File: config.mk
export PLATFORM = sky130hd
export DESIGN_NAME = clock_reset_manager
export DESIGN_NICKNAME = d
export VERILOG_FILES = /design/src/rtl/clock_reset_manager.sv
export SDC_FILE = /design/constraint.sdc
export NUM_CORES = 1
export LEC_CHECK = 0
export BUFFER_PORTS_ARGS = -buffer_cell sky130_fd_sc_hd__buf_2
export CAP_MARGIN = 20
export CORE_MARGIN = 2
export CORE_UTILIZATION = 40
export CTS_CLUSTER_DIAMETER = 120
export CTS_CLUSTER_SIZE = 8
export DETAILED_ROUTE_END_ITERATION = 8
export GPL_ROUTABILITY_DRIVEN = 0
export GPL_TIMING_DRIVEN = 0
export PLACE_DENSITY_LB_ADDON = 0.08
export SETUP_SLACK_MARGIN = 0.15
export SYNTH_ARGS = -nofsm -noshare
export SYNTH_HDL_FRONTEND = slang
export SYNTH_SLANG_ARGS = --single-unit
File: constraint.sdc
create_clock -name clk -period 3.6 [get_ports clk]
set_input_delay 0.72 -clock clk [delete_from_list [all_inputs] [get_ports clk]]
set_output_delay 0.72 -clock clk [all_outputs]
set_load 0.1 [all_outputs]
File: src/rtl/clock_reset_manager.sv
// Sequences the system reset after PLL lock is qualified and produces
// per-channel clock-enable pulses with glitch-free divide-value updates.
module clock_reset_manager #(
   parameter int NUM_CH      = 2,
   parameter int DIV_WIDTH   = 8,
   parameter int LOCK_CYCLES = 16,
   parameter int RST_HOLD    = 8,
   parameter int DIV_INIT    = 0
) (
   input  logic                 clk,
   input  logic                 resetn,
   input  logic                 pll_locked,
   input  logic                 cfg_we,
   input  logic [2:0]           cfg_ch,
   input  logic [DIV_WIDTH-1:0] cfg_div,
   input  logic                 lost_clr,
   output logic                 sys_resetn,
   output logic [NUM_CH-1:0]    clk_en,
   output logic                 lock_lost,
   output logic [1:0]           state
);

   typedef enum logic [1:0] {
      WAIT_LOCK = 2'd0,
      STABLE    = 2'd1,
      HOLD      = 2'd2,
      RUN       = 2'd3
   } state_t;

   localparam int STAB_W = $clog2(LOCK_CYCLES + 1);
   localparam int HOLD_W = $clog2(RST_HOLD + 1);
   localparam logic [DIV_WIDTH-1:0] DIV_RST = DIV_WIDTH'(DIV_INIT);

   state_t            cur_state, nxt_state;
   logic              lock_meta, lock_s;
   logic [STAB_W-1:0] stab_cnt, stab_nxt;
   logic [HOLD_W-1:0] hold_cnt, hold_nxt;
   logic              in_run;
   logic              lost_set;

   // pll_locked is asynchronous to clk; only lock_s may steer the FSM.
   // NOTE: sequential state uses non-blocking assignments so every flop
   // samples pre-edge values regardless of process ordering.
   always_ff @(posedge clk or negedge resetn) begin
      if (!resetn) begin
         lock_meta <= 1'b0;
         lock_s    <= 1'b0;
      end else begin
         lock_meta <= pll_locked;
         lock_s    <= lock_meta;
      end
   end

   always_ff @(posedge clk or negedge resetn) begin
      if (!resetn) begin
         cur_state  <= WAIT_LOCK;
         stab_cnt   <= '0;
         hold_cnt   <= '0;
         sys_resetn <= 1'b0;
         lock_lost  <= 1'b0;
      end else begin
         cur_state  <= nxt_state;
         stab_cnt   <= stab_nxt;
         hold_cnt   <= hold_nxt;
         sys_resetn <= (nxt_state == RUN);
         if (lost_set)
            lock_lost <= 1'b1;
         else if (lost_clr)
            lock_lost <= 1'b0;
      end
   end

   // NOTE: every output of this block gets a default first, so no path
   // through the case statement can leave a value unassigned (no latch).
   always_comb begin
      nxt_state = cur_state;
      stab_nxt  = '0;
      hold_nxt  = '0;
      case (cur_state)
         WAIT_LOCK: begin
            if (lock_s) begin
               nxt_state = STABLE;
               stab_nxt  = STAB_W'(1);
            end
         end
         STABLE: begin
            if (!lock_s)
               nxt_state = WAIT_LOCK;
            else if (stab_cnt == STAB_W'(LOCK_CYCLES))
               nxt_state = HOLD;
            else
               stab_nxt = stab_cnt + STAB_W'(1);
         end
         HOLD: begin
            if (!lock_s)
               nxt_state = WAIT_LOCK;
            else if (hold_cnt == HOLD_W'(RST_HOLD - 1))
               nxt_state = RUN;
            else
               hold_nxt = hold_cnt + HOLD_W'(1);
         end
         RUN: begin
            if (!lock_s)
               nxt_state = WAIT_LOCK;
         end
         default: nxt_state = WAIT_LOCK;
      endcase
   end

   assign in_run   = (cur_state == RUN);
   assign lost_set = in_run && (nxt_state == WAIT_LOCK);
   assign state    = cur_state;

   for (genvar i = 0; i < NUM_CH; i++) begin : g_ch
      logic [DIV_WIDTH-1:0] div_a, div_s, cnt;
      logic                 pend, wrap, hit;

      // Channel numbers at or above NUM_CH never match any instance.
      assign hit       = cfg_we && (cfg_ch == 3'(i));
      assign wrap      = in_run && (cnt == div_a);
      assign clk_en[i] = wrap;

      // NOTE: the divide registers are few and software-visible, so they
      // take a defined reset value rather than being left unreset.
      always_ff @(posedge clk or negedge resetn) begin
         if (!resetn) begin
            div_a <= DIV_RST;
            div_s <= DIV_RST;
            pend  <= 1'b0;
            cnt   <= '0;
         end else if (!in_run) begin
            cnt <= '0;
            if (hit) begin
               div_a <= cfg_div;
               div_s <= cfg_div;
               pend  <= 1'b0;
            end
         end else begin
            cnt <= wrap ? '0 : cnt + DIV_WIDTH'(1);
            // Shadow moves to active only at a period boundary; a write
            // landing on that same edge waits for the following one.
            if (wrap && pend) begin
               div_a <= div_s;
               pend  <= 1'b0;
            end
            if (hit) begin
               div_s <= cfg_div;
               pend  <= 1'b1;
            end
         end
      end
   end

endmodule

### After elaboration in Yosys (flattened, before gate mapping)

Cells that the tools add are included.

| word-level totals | value |
|---|---|
| output and inout port bits | 6 |
| logic and storage cells | 83 |
| register bits after elaboration | 65 |
| input port bits | 16 |

| operators by class | value |
|---|---|
| reduce and logical (&&, ||, !) cells | 19 |
| add/sub/neg operators | 4 |
| eq/ne operators | 11 |
| muxes and demuxes | 34 |

Operator list:

| kind | count |
|---|---|
| $mux 8 | 10 |
| $add 8x1->8 const B | 2 |
| $eq 8x8->1 | 2 |
| $mux 2 | 6 |
| $mux 4 | 3 |
| $mux 1 | 11 |
| $mux 5 | 2 |
| $pmux 5 s2 | 1 |
| $reduce_bool 2->1 | 5 |
| $pmux 2 s4 | 1 |
| $reduce_and 2->1 | 4 |
| $logic_and 1x1->1 | 7 |
| $eq 2x2->1 const B | 3 |
| $add 5x1->5 const B | 1 |
| $eq 5x5->1 const B | 1 |
| $add 4x1->4 const B | 1 |
| $eq 4x3->1 const B | 1 |
| $logic_not 2->1 | 2 |
| $ne 2x1->1 const B | 2 |
| $eq 3x1->1 const B | 1 |
| $logic_not 3->1 | 1 |
| $eq 2x1->1 const B | 1 |

### Longest topological paths before layout

Gate-level depths: netlist (run 1).

| depth | value |
|---|---|
| depth in word-level cells | 7 |
| gate-level depth with buffers | 7 |

### Worst setup path after synthesis (run 1)

Ideal clock, no wire load.

| timing | value |
|---|---|
| path type | reg-to-output |
| start | register cur_state[0], in the netlist state[0] |
| end | output port clk_en[0] |
| stages on the path, launching flop included | 6 |
| setup slack | 706 ps |
| arrival | 2174 ps |
| required time | 2880 ps |
| path through | dfrtp_1 > nand2_2 > a2111oi_2 > and4_1 > buf_6 > buf_4 |

| between the ends | value |
|---|---|
| word-level cells in the longest chain between the ends | 2 |

Ends and longest elaborated chain:

| item | line | text |
|---|---|---|
| from (decl) | 34 | `state_t cur_state, nxt_state;` |
| from (signal assigned) | 62 | `cur_state <= nxt_state;` |
| $eq 2x2->1 | 110 | `assign in_run = (cur_state == RUN);` |
| $logic_and 1x1->1 | 120 | `assign wrap = in_run && (cnt == div_a);` |
| to (decl) | 18 | `output logic [NUM_CH-1:0] clk_en,` |

Every way passes these cells.

### Worst setup path after layout (run 1)

| timing | value |
|---|---|
| start | register g_ch[1].cnt[0] |
| end | output port clk_en[1] |

| between the ends | value |
|---|---|
| word-level cells in the longest chain between the ends | 2 |

Ends and longest elaborated chain:

| item | line | text |
|---|---|---|
| from (decl) | 115 | `logic [DIV_WIDTH-1:0] div_a, div_s, cnt;` |
| from (signal assigned) | 139 | `cnt <= wrap ? '0 : cnt + DIV_WIDTH'(1);` |
| $eq 8x8->1 | 120 |  |
| $logic_and 1x1->1 | 120 |  |

Every way passes these cells.

==> results of run 1 <==
layer usage:
layer	vias to the layer above	routed length, µm	GRT usage [%]
li1	994	-	-
met1	928	2760	20.6
met2	23	2660	24.1
met3	5	174	5.01
met4	0	56	5.00
met5	-	0	0
stage by stage:
stage               cells  worst slack (ns)  total power, mW
floorplan             273             0.706            0.972
global placement      393              1.05             1.03
detailed placement    393              1.02             1.03
CTS                   409             0.670             1.69
global route          409             0.579             1.74
finish                409             0.715             1.66
final cells by class:
class                           count  area (µm²)
Fill cell                         710        3810
Sequential cell                    65        1630
Multi-Input combinational cell    172        1220
Clock buffer                       14         173
Tap cell                           99         124
Timing Repair Buffer               21         108
Inverter                           27         101
Buffer                              9        51.3
Clock inverter                      2        35.0
flip-flops by register name (all words and copies together) (netlist names), 2 cells and up:
register / cells
g_ch.cnt: 16
g_ch.pend: 2
state: 2
g_ch.div_a: 16
g_ch.div_s: 16
stab_cnt: 5
hold_cnt: 4
cell usage in the layout, fill, tap and decap left out, types with 8 or more instances in the layout:
cell      instances
inv_1            27
a221oi_1          8
nand2_1          12
clkbuf_8         12
o21ai_0          10
buf_2            22
mux2_2            8
nor2_1           32
o221a_1           8
xnor2_1          14
dfrtp_1          65
xor2_1           15
nand3_1          15
or2_2            10
report_power, final:
group	internal (mW)	total, mW	switching [mW]
clock	0.376	0.638	0.262
combinational	0.0813	0.160	0.0785
sequential	0.808	0.858	0.0495
total	1.27	1.66	0.390
cells by family (layout without fill, tap and decap cells):
group / count (synthesis) / after routing / share of synthesized area, %
XOR/XNOR: 30 / 30 / 9.01
AO/OA/AOI/OAI: 35 / 35 / 9.80
multiplexers: 8 / 8 / 3.00
buffers and inverters: 36 / 73 / 5.09
AND/OR/NAND/NOR: 94 / 94 / 16.8
flip-flops: 65 / 65 / 54.2
adder cells (fa/ha/maj): 5 / 5 / 2.09
final timing paths:
path                                                from                            to  depth (start not counted)
worst max register to register  g_ch[1].cnt[5]$_DFF_PN0_  g_ch[1].div_a[4]$_DFFE_PN0P_                          5
worst min-delay path                 lock_meta$_DFF_PN0_              lock_s$_DFF_PN0_                          0
worst max-delay path            g_ch[1].cnt[0]$_DFF_PN0_                     clk_en[1]                          6
min in group asynchronous                         resetn         stab_cnt[2]$_DFF_PN0_                          1
worst min register to register       lock_meta$_DFF_PN0_              lock_s$_DFF_PN0_                          0
max in group asynchronous                         resetn      g_ch[1].cnt[4]$_DFF_PN0_                          1
==> results.tsv, run 1 <==
metric	value	unit
grt.total_usage	15.5	%
cts.sinks	65	
dieHeight	90.6	µm
fin_area	3440	µm²
syn_area	3000	µm²
core	7250	µm²
post-route-period-util	80.1	%
cts_tree	built	
postRouteAntennaNets	0	
synth-seq-area-share	54.2	%
wl_per_cell	13.8	µm
start_util	41.3	%
arrival	2.17	ns
cts-buffers-inserted	9	
slowest_stage	dfrtp_1	
h-tree-depth	3	
synth_top_area_cell	dfrtp_1	
grt-ovfl-total	0	
finalCriticalPeriod	2.89	ns
grt_setup_unrepaired	no	
worstMarginPinSlew	0.800	ns
pin_count	22	
crit_chain	xnor2_1, nand4_1, or2_2, nor2_1, buf_4, buf_2	
slew_viol_final	0	
async_flop_share	100	%
routed_via_density	4.77	
syn_inst	273	
num_vias	1950	
grt_pass1_wl	9.92	mm
detail_route.first_pass.iterations	4	
clk_path_buf_depth	2	
drtIter0Drc	75	
cts_root_buffer	clkbuf_8	
critPathRequiredTime	2.88	ns
ir_drop	271	µV
drt-total-wl	5.65	mm
dieWidth	90.6	µm
synth_edf_count	0	
clk-insertion-delay-late	0.33	ns
grt_max_degree	66	
post_dp_cell_area	3230	µm²
path_max_fanout	6	
holdBufCountCts	0	
yosysWarnings	0	
antenna_cells	0	
postCtsSetupRepairBufs	0	
fin_skew	0.00947	ns
postSynthAreaPerCell	11.0	µm²
synth_nets	294	
setup_viol	0	
synth_top_area_share	54.2	%
max_cap_violations	0	
hold_path.class	reg -> reg	
critPathMaxStageDelay	0.45	ns
io_buffer_count	21	
path_class	reg -> out	
whs	0.347	ns
grt_pass1_vias	2024	
yosys-top-cells-area	dfrtp_1, xor2_1, xnor2_1, nor2_1, inv_1	
area_growth	14.6	%
ys_ff_latch	65	
fin_tns_setup	0	ns
nets	326	
rrSetupSlack	1.68	ns
drive_above_1_share	21.3	%
critPathCaptureType	primary output	
dp_hpwl	3.94	mm
drc	0	
synth_cell_types	44	
critPathBufInv	2	
fp-row-count	31	
p_leak	1.56	nW
utilization	47.4	%
pwr_density_cell	481	nW/µm²
ctsResizeCount	0	
status	complete, no violations	
yosysMostFrequentCell	dfrtp_1	
ys.flop_type	dfrtp_1	
fmax	0.347	GHz
antenna_found_initial	0	
path_delay_family	simple AND/OR/NAND/NOR gates	
hold_viol	0	
critPathLaunchType	register	
cts.clk_slew.worst_paths	0.07	ns
die-area	8210	µm²
synth_common_cells	dfrtp_1, nor2_1, inv_1, nand3_1, xor2_1	
relSlewSlack	46.7	%
No activity file was read; power rests on OpenSTA's default activity.
==> run 2, diff against run 1 <==
- ABC_AREA: default -> 1
- clock period: 3.6 -> 2.37 ns (I/O delays scaled with it)
==> results.tsv, run 2 <==
metric	value	unit
status	complete, no violations	
comb_power_share	13.9	%
pin_count	22	
internal_power	1.97	mW
post-route-period-util	93.4	%
final.setup.worst_slack	0.156	ns
clk_path_buf_depth	2	
io_buffer_count	21	
grt_max_degree	66	
finalCriticalPeriod	2.21	ns
p_switching	0.764	mW
async_flop_share	100	%
dieHeight	96.7	µm
critPathLaunchType	register	
num_vias	2771	
cts.sinks	65	
ys_ff_latch	65	
detail_route.first_pass.iterations	5	
syn_area	3440	µm²
finalPower	2.73	mW
path_max_fanout	2	
rrSetupSlack	0.71	ns
die-area	9350	µm²
dp_hpwl	5.24	mm
fp-row-count	33	
synth_edf_count	0	
yosys-top-cells-area	dfrtp_1, nand2_1, nand3_1, inv_1, xor2_1	
clk-insertion-delay-late	0.34	ns
grt.total_usage	17.2	%
grt_pass1_vias	2722	
yosysMostFrequentCell	nand2_1	
cts-buffers-inserted	9	
synth_top_area_cell	dfrtp_1	
endpoint	clk_en[0]	
grt_setup_unrepaired	yes	
area_growth	16.3	%
post-place-ws	-0.0160	ns
holdBufCountCts	0	
critPathRequiredTime	1.90	ns
core	8260	µm²
grt-ovfl-total	0	
clkPwrFrac	37.9	%
routed_via_density	4.76	
r2r-end	g_ch[0].div_a[6]$_DFFE_PN0P_	
path_class	reg -> out	
synth_common_cells	nand2_1, dfrtp_1, inv_1, nand3_1, nor2_1	
wl_per_cell	13.1	µm
max_cap_violations	0	
ys.flop_type	dfrtp_1	
layout_commonest_cell	nand2_1	
nets	493	
antenna_found_initial	0	
grt_pass1_wl	13.0	mm
dieWidth	96.7	µm
pwr_density_cell	683	nW/µm²
hold_viol	0	
p_seq_share	48.2	%
n_fill_cell	831	
r2r_cells	10	
startpoint	state[0]$_DFF_PN0_	
p_leak	2.12	nW
synth_cell_types	33	
final_cell_mix	nand2_1, dfrtp_1, inv_1, nand3_1, nor2_1	
reg.largest.list	g_ch.cnt x16, g_ch.div_a x16, g_ch.div_s x16	
fin_skew	0.00740	ns
antenna_cells	0	
critPathCaptureType	primary output	
slew_viol_final	0	
cts_root_buffer	clkbuf_8	
drt-total-wl	7.61	mm
start_util	41.6	%
cts_tree	built	
ir_drop	381	µV
drc	0	
yosysWarnings	0	
setup_viol	0	
arrival	1.74	ns
postSynthAreaPerCell	7.92	µm²
fmax	0.452	GHz
worst_r2r_startpoint	state[0]$_DFF_PN0_	
hold_path.class	in -> async	
h-tree-depth	3	
cts.clk_slew.worst_paths	0.07	ns
synth-seq-area-share	47.3	%
worstMarginPinSlew	0.833	ns
synth_top_area_share	47.3	%
switching_share	28.0	%
syn_inst	434	
relSlewSlack	44.5	%
synth_nets	455	
postRouteAntennaNets	0	
drive_above_1_share	14.9	%
drtIter0Drc	87	
run 2: cell types whose count changed after synthesis, moves of 8 or more:
cell / change
mux2_2: -8
nor2_1: -8
or2_2: -9
nand3_1: +33
inv_1: +36
o221a_1: -8
a221oi_1: -8
nand3b_1: +9
nand2_1: +125
run 2: layer usage:
metal	GRT usage, %	wire length [µm]
met1	23.8	3830
met2	26.4	3410
met3	3.03	197
met4	7.58	168
met5	0	0
run 2: power by group through the flow:
stage	registers, mW	clock network [mW]	logic [mW]
6_report	1.32	1.03	0.379
3_5_place_dp	1.34	0	0.373
3_3_place_gp	1.33	0	0.367
2_1_floorplan	1.33	0	0.266
4_1_cts	1.32	1.06	0.384
5_1_grt	1.33	1.12	0.436
run 2: cells by family (layout without fill, tap and decap cells):
kind of cell | after synthesis | after routing | share of synthesized area, %
DFF | 65 | 65 | 47.3
AOI/OAI and AO/OA | 23 | 23 | 3.68
buffers and inverters | 74 | 117 | 8.85
xor gates and xnor gates | 20 | 20 | 5.32
adders and majority gates | 5 | 5 | 1.82
and+or+nand+nor | 247 | 247 | 33.0
run 2: worst min path at each step:
| stage | start | endpoint | slack (ns) |
|---|---|---|---|
| 2_1_floorplan | resetn | g_ch[0].cnt[0]$_DFF_PN0_ | 0.18 |
| 3_3_place_gp | lock_meta$_DFF_PN0_ | lock_s$_DFF_PN0_ | 0.33 |
| 3_5_place_dp | lock_meta$_DFF_PN0_ | lock_s$_DFF_PN0_ | 0.33 |
| 4_1_cts | pll_locked | lock_meta$_DFF_PN0_ | 0.23 |
| 5_1_grt | pll_locked | lock_meta$_DFF_PN0_ | 0.23 |
| 6_report | resetn | g_ch[1].cnt[3]$_DFF_PN0_ | 0.23 |
run 2: stage by stage:
stage | TNS (ns) | hold WS, ns | cells | utilization (%) | area, µm²
floorplan | 0 | 0.178 | 434 | - | 3440
global placement | -0.0231 | 0.334 | 560 | 44.6 | 3680
detailed placement | -0.0160 | 0.335 | 560 | 44.6 | 3680
CTS | 0 | 0.231 | 580 | 48.1 | 3970
global route | 0 | 0.228 | 582 | 48.4 | 4000
finish | 0 | 0.235 | 582 | 48.4 | 4000
run 2: timing repair:
action / CTS / global route
pin swaps: 5 / 5
setup buffers: 4 / 2
cloned: 0 / 0
endpoints found under the setup margin: 2 / 2
gates resized for setup: 14 / 3
run 2: worst max-delay path, cell delays in order (launching register included):
cell     delay, ns
dfrtp_4       0.46
nand2_8       0.06
inv_4         0.05
buf_6         0.09
nand2_2       0.04
nor3b_2       0.14
nand3_1       0.10
nor3_2        0.15
buf_4         0.15
buf_12        0.16
run 2: area by class of cell:
class	count	area (µm²)	area share [%]
sequential	65	1630	40.9
timing repair buffer	27	178	4.45
clock buffer	11	131	3.29
inverter	63	239	5.98
multi-input combinational	295	1530	38.3
clock inverter	5	80.1	2.00
buffer	11	73.8	1.85
tap	105	131	3.29
==> run 3, diff against run 2 <==
--- a/config.mk
+++ b/config.mk
@@ -10,5 +10,5 @@
 export CAP_MARGIN = 20
 export CORE_MARGIN = 2
-export CORE_UTILIZATION = 40
+export CORE_UTILIZATION = 54
 export CTS_CLUSTER_DIAMETER = 120
 export CTS_CLUSTER_SIZE = 8
==> constraint.sdc (replaced) <==
create_clock -name clk -period 1.8 [get_ports clk]
set_input_delay 0.09 -clock clk [delete_from_list [all_inputs] [get_ports clk]]
set_output_delay 0.09 -clock clk [all_outputs]
set_load 0.1 [all_outputs]
==> results.tsv, run 3 (synthesis gave the netlist of run 2 again) <==
metric	value	unit
fp-row-count	29	
antenna_found_initial	0	
antenna_cells	0	
routed_via_density	4.98	
slew_viol_final	0	
drive_above_1_share	15.3	%
grt_setup_unrepaired	yes	
finalCriticalPeriod	1.85	ns
dp_hpwl	4.94	mm
path_max_fanout	5	
critPathRequiredTime	1.71	ns
drc	0	
finalPower	3.49	mW
drtIter0Drc	169	
pin_count	22	
clk_path_buf_depth	2	
rrSetupSlack	0.27	ns
p_leak	2.12	nW
grt_pass1_wl	12.6	mm
critPathCaptureType	primary output	
cts.sinks	65	
setup_viol	1	
multi_input_area	1550	µm²
ff_latch_area	1640	µm²
relSlewSlack	44.4	%
grt.total_usage	22.7	%
hold_path.class	in -> reg	
io_buffer_count	21	
cts_root_buffer	clkbuf_8	
dpl.cell_count	532	
r2r_cells	9	
max_cap_violations	0	
arrival	1.76	ns
h-tree-depth	3	
critPathLaunchType	register	
grt-ovfl-total	0	
status	complete, but fails checks	
post-place-ws	-0.0505	ns
path_class	reg -> out	
die-area	7020	µm²
start_util	55.1	%
ir_drop	612	µV
fmax	0.541	GHz
finalNonFillerCells	554	
worst_r2r_startpoint	state[0]$_DFF_PN0_	
num_vias	2761	
postRouteAntennaNets	0	
drt-total-wl	7.21	mm
whs	0.0191	ns
grt_max_degree	66	
cts-buffers-inserted	9	
reg.largest.list	g_ch.cnt x16, g_ch.div_a x16, g_ch.div_s x16	
pwr_density_cell	876	nW/µm²
hold_start	cfg_div[5]	
layout_commonest_cell	nand2_1	
r2r-end	g_ch[1].div_a[1]$_DFFE_PN0P_	
wl_per_cell	13.0	µm
hold_viol	0	
final.setup.worst_slack	-0.0483	ns
cts_tree	built	
n_fill_cell	548	
fin_skew	0.00724	ns
area_growth	16.0	%
cts.clk_slew.worst_paths	0.07	ns
dieWidth	83.8	µm
hold_depth	3	
nets	493	
clk-insertion-delay-late	0.35	ns
post-route-period-util	103	%
detail_route.first_pass.iterations	4	
hold_end	g_ch[1].div_s[5]$_DFFE_PN0P_	
worstMarginPinSlew	0.834	ns
core	6240	µm²
dieHeight	83.8	µm
grt_pass1_vias	2721	
final_cell_mix	nand2_1, dfrtp_1, inv_1, nand3_1, nor2_1	
violations	setup timing	
run 3: changes by cell type in the layout (fill, tap and decap cells not counted), moves of 2 or more:
cell and change:
dlygate4sd3_1 +3, xnor2_2 +2, xnor2_1 -2, buf_4 -2
run 3: critical path: stages (launching register included):
cell and delay [ns]:
dfrtp_4 0.46, nand2_8 0.08, inv_4 0.06, buf_6 0.10
nand2_4 0.04, nor3b_2 0.15, nand3_1 0.10, nor3_2 0.13
buf_6 0.12, buf_12 0.16
run 3: report_power, final:
group / switching [mW] / internal (mW) / leakage (nW)
clock network: 0.573 / 0.673 / 0.0953
registers: 0.119 / 1.62 / 0.844
logic: 0.309 / 0.202 / 1.18
total: 1.00 / 2.49 / 2.12
run 3: metal layers:
metal | share of wire [%] | vias to the layer above | global-route usage (%)
met4 | 2.8 | 0 | 11.6
met3 | 2.5 | 16 | 4.65
li1 | - | 1439 | -
met5 | 0 | - | 0
met2 | 45 | 42 | 33.5
met1 | 50 | 1264 | 31.8
run 3: how the worst max path moves through the flow:
stage,endpoint,slack (ns),cells after the start,startpoint
global placement,clk_en[0],-0.09,9,state[1]$_DFF_PN0_
CTS,clk_en[0],-0.04,9,state[0]$_DFF_PN0_
global route,clk_en[0],-0.15,9,state[0]$_DFF_PN0_
finish,clk_en[0],-0.05,9,state[0]$_DFF_PN0_
detailed placement,clk_en[0],-0.05,9,state[1]$_DFF_PN0_
floorplan,clk_en[0],0.10,8,state[1]$_DFF_PN0_
run 3: cell type report:
class / instances / area share, %
multi-input combinational: 295 / 38.9
inverter: 63 / 5.99
clock buffer: 11 / 3.55
sequential: 65 / 41.0
timing repair buffer: 27 / 4.77
clock inverter: 5 / 1.38
tap: 77 / 2.42
buffer: 11 / 2.01
run 3: what timing repair did:
action | in CTS | in global routing
setup buffers | 3 | 0
hold endpoints to repair | 67 | 0
pin swaps | 0 | 0
endpoints found under the setup margin | 2 | 8
hold buffers | 3 | 0
gates resized for setup | 11 | 10
run 3: metrics by stage:
stage | util, % | instance area, µm² | TNS, ns
CTS | 63.3 | 3950 | -0.0565
floorplan | - | 3460 | 0
finish | 63.9 | 3990 | -0.0483
global placement | 58.6 | 3660 | -0.0922
global route | 63.9 | 3990 | -0.222
detailed placement | 58.6 | 3660 | -0.0505
